--- src/rtl/adc_scan_sched.sv ---
// adc_scan_sched: periodic / software scan scheduler for an 8-channel ADC.
// Averages 2^n scans per channel into a registered 12-bit result buffer.
module adc_scan_sched #(
  parameter int TMO_W = 8
) (
  input  logic        clk,
  input  logic        rst_l,
  input  logic        cfg_en,
  input  logic [15:0] cfg_period,
  input  logic [1:0]  cfg_avg,
  input  logic        sw_trig,
  input  logic        clr_err,
  output logic        adc_sync,
  input  logic        adc_busy,
  input  logic        adc_rd_en,
  input  logic [11:0] adc_data,
  input  logic [2:0]  rd_addr,
  output logic [11:0] rd_data,
  output logic        scan_done,
  output logic        sched_busy,
  output logic        overrun,
  output logic        timeout
);

  typedef enum logic [1:0] {
    IDLE, START, COLLECT, UPDATE
  } state_t;

  localparam logic [TMO_W-1:0] TMO_LAST =
    {{(TMO_W-1){1'b1}}, 1'b0};
  localparam logic [TMO_W-1:0] TMO_ONE =
    {{(TMO_W-1){1'b0}}, 1'b1};

  state_t           state;
  state_t           state_nx;
  logic [15:0]      per_cnt;
  logic             per_run;
  logic             per_req;
  logic             req;
  logic             start;
  logic             strobe;
  logic             tmo_hit;
  logic             grp_full;
  logic [TMO_W-1:0] tmo;
  logic [2:0]       smp;
  logic [3:0]       scan_cnt;
  logic [3:0]       scan_nx;
  logic [1:0]       avg_l;
  logic [14:0]      acc  [8];
  logic [11:0]      rbuf [8];
  logic [11:0]      res  [8];

  assign per_run    = cfg_en && (cfg_period != 16'd0);
  assign per_req    = per_run &&
                      (per_cnt >= cfg_period - 16'd1);
  assign req        = per_req | sw_trig;
  assign start      = (state == IDLE) && req;
  assign strobe     = (state == COLLECT) && adc_rd_en;
  assign scan_nx    = scan_cnt + 4'd1;
  assign grp_full   = scan_nx == (4'd1 << avg_l);
  assign adc_sync   = (state == START);
  assign sched_busy = (state != IDLE);

  // Free-running period counter, wraps at the terminal count.
  always_ff @(posedge clk or negedge rst_l) begin
    if (!rst_l)       per_cnt <= 16'd0;
    else if (!per_run) per_cnt <= 16'd0;
    else if (per_req) per_cnt <= 16'd0;
    else              per_cnt <= per_cnt + 16'd1;
  end

  // FSM state register.
  always_ff @(posedge clk or negedge rst_l) begin
    if (!rst_l) state <= IDLE;
    else        state <= state_nx;
  end

  // FSM next-state and start-timeout detection.
  always_comb begin
    state_nx = state;
    tmo_hit  = 1'b0;
    unique case (state)
      IDLE:    if (req) state_nx = START;
      START: begin
        if (adc_busy) begin
          state_nx = COLLECT;
        end else if (tmo == TMO_LAST) begin
          tmo_hit  = 1'b1;
          state_nx = IDLE;
        end
      end
      COLLECT: if (strobe && smp == 3'd7) state_nx = UPDATE;
      UPDATE:  state_nx = IDLE;
      default: state_nx = IDLE;
    endcase
  end

  // Timeout, sample and scan counters plus latched averaging exponent.
  always_ff @(posedge clk or negedge rst_l) begin
    if (!rst_l) begin
      tmo      <= '0;
      smp      <= 3'd0;
      scan_cnt <= 4'd0;
      avg_l    <= 2'd0;
    end else begin
      if (state == START) tmo <= tmo + TMO_ONE;
      else                tmo <= '0;
      if (start)       smp <= 3'd0;
      else if (strobe) smp <= smp + 3'd1;
      if (start && scan_cnt == 4'd0) avg_l <= cfg_avg;
      if (state == UPDATE)
        scan_cnt <= grp_full ? 4'd0 : scan_nx;
    end
  end

  // Averaged result per channel.
  always_comb begin
    for (int k = 0; k < 8; k++)
      res[k] = 12'(acc[k] >> avg_l);
  end

  // Per-channel accumulators, cleared when a group completes.
  always_ff @(posedge clk or negedge rst_l) begin
    if (!rst_l) begin
      for (int k = 0; k < 8; k++) acc[k] <= 15'd0;
    end else if (state == UPDATE && grp_full) begin
      for (int k = 0; k < 8; k++) acc[k] <= 15'd0;
    end else if (strobe) begin
      acc[smp] <= acc[smp] + 15'(adc_data);
    end
  end

  // Result buffer written once per completed group.
  always_ff @(posedge clk or negedge rst_l) begin
    if (!rst_l) begin
      for (int k = 0; k < 8; k++) rbuf[k] <= 12'd0;
    end else if (state == UPDATE && grp_full) begin
      for (int k = 0; k < 8; k++) rbuf[k] <= res[k];
    end
  end

  // Registered read port, done pulse and sticky error flags.
  always_ff @(posedge clk or negedge rst_l) begin
    if (!rst_l) begin
      rd_data   <= 12'd0;
      scan_done <= 1'b0;
      overrun   <= 1'b0;
      timeout   <= 1'b0;
    end else begin
      rd_data   <= rbuf[rd_addr];
      scan_done <= (state == UPDATE) && grp_full;
      if (req && sched_busy) overrun <= 1'b1;
      else if (clr_err)      overrun <= 1'b0;
      if (tmo_hit)      timeout <= 1'b1;
      else if (clr_err) timeout <= 1'b0;
    end
  end

endmodule

--- config.mk ---
export PLATFORM = sky130hd
export DESIGN_NAME = adc_scan_sched
export DESIGN_NICKNAME = d
export VERILOG_FILES = /design/src/rtl/adc_scan_sched.sv
export SDC_FILE = /design/constraint.sdc
export NUM_CORES = 1
export LEC_CHECK = 0
export ABC_AREA = 1
export BUFFER_PORTS_ARGS = -buffer_cell sky130_fd_sc_hd__buf_2
export CAP_MARGIN = 15
export CELL_PAD_IN_SITES_DETAIL_PLACEMENT = 1
export CELL_PAD_IN_SITES_GLOBAL_PLACEMENT = 2
export CORE_MARGIN = 2
export CORE_UTILIZATION = 37
export DETAILED_ROUTE_END_ITERATION = 10
export PLACE_DENSITY_LB_ADDON = 0.25
export SLEW_MARGIN = 15
export SYNTH_ARGS = -nofsm -noshare
export SYNTH_HDL_FRONTEND = slang
export SYNTH_SLANG_ARGS = --single-unit
--- constraint.sdc ---
create_clock -name clk -period 4.46 [get_ports clk]
set_clock_uncertainty 0.1 [all_clocks]
set_input_delay 0.446 -clock clk [delete_from_list [all_inputs] [get_ports clk]]
set_output_delay 0.446 -clock clk [all_outputs]
set_load 0.005 [all_outputs]
==> metrics.md <==
| Metric | Value |
|---|---|
| Pwr/cell area | `657 nW/µm²` |
| CTS buffer count | `34` |
| Synth Flop Type | `dfrtp_1` |
| Post-cts sizing count | `0` |
| Post-Synth Adder-Cell Area | `0.0300` |
| Drt via density | `5.53` |
| I/O Buffers | `56` |
| Arr. time, crit path | `4.34 ns` |
| Cells after Synth | `2145` |
| Worst setup EP type | `register` |
| Clock tree buffer depth | `3` |
| Final hold vios | `0` |
| Layout cells sized above 1 | `0.0909` |
| FFs w/ async S/R, synth | `1.00` |
| CP bufs+invs | `2` |
| GRT Residual Overflow | `0` |
| Average wire per standard cell | `21.8 µm` |
| Antenna Nets Post-Route | `0` |
| Crit Path Category | `register to register` |
| IO Count | `57` |
| R2R cell count | `15` |
| Routed WL | `59300 µm` |
| Worst Setup SP | `smp[1]` |
| Simple-gate share of the synthesized area | `0.263` |
| Core ar. | `41900 µm²` |
| Initial Util | `0.375` |
| Mapped cell area | `15700 µm²` |
| Leakage Power | `0.00848 µW` |
| Fill cells | `5191` |
| Synth Warn # | `0` |
| Clk Latency, worst-skew pair | `0.55 ns` |
| Clock root cell | `clkbuf_16` |
| Fmax | `0.250 GHz` |
| Worst slew margin | `0.326` |
| Worst-Margin Slew | `1.01 ns` |
| Seq/Total Area, Yosys | `0.424` |
| Net Count, Synth | `2222` |
| Synthesized flop and latch total | `266` |
| Vias in the first global route | `15000` |
| DR DRC count | `0` |
| Design area | `17600 µm²` |
| Most frequent cells in the layout | `574 x nand2_1, 264 x dfrtp_1, 250 x o21ai_0, 197 x nor2_1, 183 x nand3_1` |
| DP HPWL | `42300 µm` |
| FF-to-FF Start | `smp[1]` |
| Nets | `2231` |
| Fin crit share | `0.898` |
| Complex-gate fraction of the synthesized area | `0.175` |
| Cell row count | `75` |
| Vias | `15000` |
| Multi-input logic area | `7720 µm²` |
| Min Tclk post-route | `4.00 ns` |
| Mux cell area share after synthesis | `0.00447` |
| Max-cap violations | `0` |
| Largest net degree at the start of global routing | `113` |
| CP cell instances | `buf_4 -> nand3_1 -> clkinv_1 -> a221oi_1 -> nand4_1 -> ha_1 -> fa_1 -> nand2_1 -> nand3_1 -> nand2_1 -> nand2_1 -> a21boi_0 -> nand3_1 -> nand3_1 -> nand2_1` |
| Slew Limit Fails | `0` |
| Die Ht | `210 µm` |
| Startpoint Class | `register` |
| Initial antenna violation count | `0` |
| Crit-path leading delay family | `simple AND/OR/NAND/NOR gates` |
| GRT Total Usage | `0.273` |
| Clk sink count | `266` |
| Critical path peak fanout | `9` |
| Main combinational cell family by area after synthesis | `simple AND/OR/NAND/NOR gates` |
| Hold Crit Class | `input port to register` |
| Worst Path Required | `4.79 ns` |
| Die area | `44000 µm²` |
| Initial DRC Count | `1040` |
| Worst reg-to-reg setup slack | `0.46 ns` |
| Post-Synth XOR/XNOR Area | `0.0188` |
| Final core occ | `0.420` |
| Avg Cell Area, Syn | `7.31 µm²` |
| Crit path depth | `15` |
| CP endpoint | `acc[42]` |
| TNS Setup | `0 ns` |
| Commonest non-fill, non-tap cell in the layout | `nand2_1` |
| Unique masters post-synth | `54` |
| TritonCTS clock tree | `done` |
| Syn-to-layout area delta | `12.0%` |
| Post-CTS setup buffer count | `0` |
| Area post-placement | `16400 µm²` |
| IR drop worst, VDD | `0.000313 V` |
| H-tree Lvls | `2` |
| Die W | `210 µm` |
| GPL Wtd Cong | `0.891` |
| Detailed Routing Iterations Pass 1 | `5` |
| Slowest cell on crit path | `dfrtp_1` |
| Final Setup Violations | `0` |
| Post-synth EDFFs | `0` |
| Unrepaired setup endpoints after global routing | `false` |
| Outcome | `completed` |
| Hold-fix buffers, CTS | `3` |
| Register Area | `6660 µm²` |
| Critical path's largest stage delay | `0.47 ns` |
| Worst-path clk slew | `0.06 ns` |
| Antenna Cells | `0` |
| First-pass GRT wire length | `92000 µm` |
| RR Endpoint | `acc[42]` |
Yosys cell counts, drive strengths merged (2+ instances only):
| master | instances | area (µm²) |
|---|---|---|
| o211ai | 13 | 97.6 |
| clkbuf | 64 | 243 |
| a211oi | 2 | 15.0 |
| a31oi | 17 | 106 |
| a31o | 3 | 26.3 |
| xnor2 | 12 | 113 |
| ha | 36 | 450 |
| nor2 | 204 | 786 |
| a22oi | 8 | 60.1 |
| nor3 | 13 | 87.6 |
| nor4 | 4 | 25.0 |
| a221oi | 15 | 131 |
| o22ai | 22 | 144 |
| nand4 | 10 | 62.6 |
| xor2 | 20 | 183 |
| nand3 | 187 | 956 |
| o2111ai | 3 | 26.3 |
| a21oi | 88 | 440 |
| clkinv | 5 | 18.8 |
| o21bai | 2 | 15.0 |
| nand2 | 576 | 2170 |
| mux2i | 7 | 70.1 |
| inv | 187 | 702 |
| a21boi | 2 | 15.0 |
| o21ai | 311 | 1630 |
| buf | 57 | 355 |
| dfrtp | 266 | 6660 |
flip-flops by register name (all words and copies together), names as in the netlist, named ones only:
register and count:
avg_l 2, tmo 8, overrun 1, smp 3, rbuf 96, rd_data 12, state 1, scan_cnt 4
timeout 1, scan_done 1, per_cnt 16, acc 120
through the flow:
stage	hold WS, ns	setup WS (ns)	instances	total power (µW)
after detailed placement	0.362	0.486	2654	8600
after floorplan	0.0504	1.22	2145	6730
final	0.0577	0.455	2717	11500
after CTS	0.0396	0.474	2717	11500
after global routing	0.0805	0.191	2717	12300
after global placement	0.358	0.681	2654	8480
power breakdown:
group | switching [µW] | internal (µW)
combinational | 3410 | 1410
sequential | 710 | 3120
clock | 1110 | 1770
layout make-up:
cell class / instances / area share
multi-input combinational: 1566 / 0.439
sequential: 266 / 0.379
clock buffer: 48 / 0.0562
inverter: 192 / 0.0410
tap: 539 / 0.0384
timing repair buffer: 94 / 0.0368
clock inverter: 12 / 0.00912
worst min-delay path, stage by stage:
cell	delay, ns
buf_2	0.09
nand4_1	0.08
nand2_1	0.05
how the worst min path moves through the flow:
stage	startpoint	slack (ns)	endpoint	cells past startpoint
6_report	cfg_avg[1]	0.06	avg_l[1]	3
5_1_grt	cfg_avg[1]	0.08	avg_l[1]	3
4_1_cts	cfg_avg[1]	0.04	avg_l[1]	3
3_5_place_dp	rbuf[46]	0.36	rbuf[46]	2
3_3_place_gp	rbuf[3]	0.36	rbuf[3]	2
2_1_floorplan	rst_l	0.05	async pin	0
metal layers:
metal  track usage  up-vias  routed length (µm)
met5             0        -                   0
li1              -     7088                   -
met2         0.412      340               25500
met1         0.418     7530               30100
met3        0.0355       63                2830
met4        0.0553        0                 993
logic make-up after synthesis:
family                     count (synthesis)
adders and majority gates                 37
muxes                                      7
AOI/OAI and AO/OA                        491
and+or+nand+nor                          999
DFF                                      266
xor gates and xnor gates                  32
buffers and inverters                    313
Note: power is estimated with default switching activity, not from simulation.
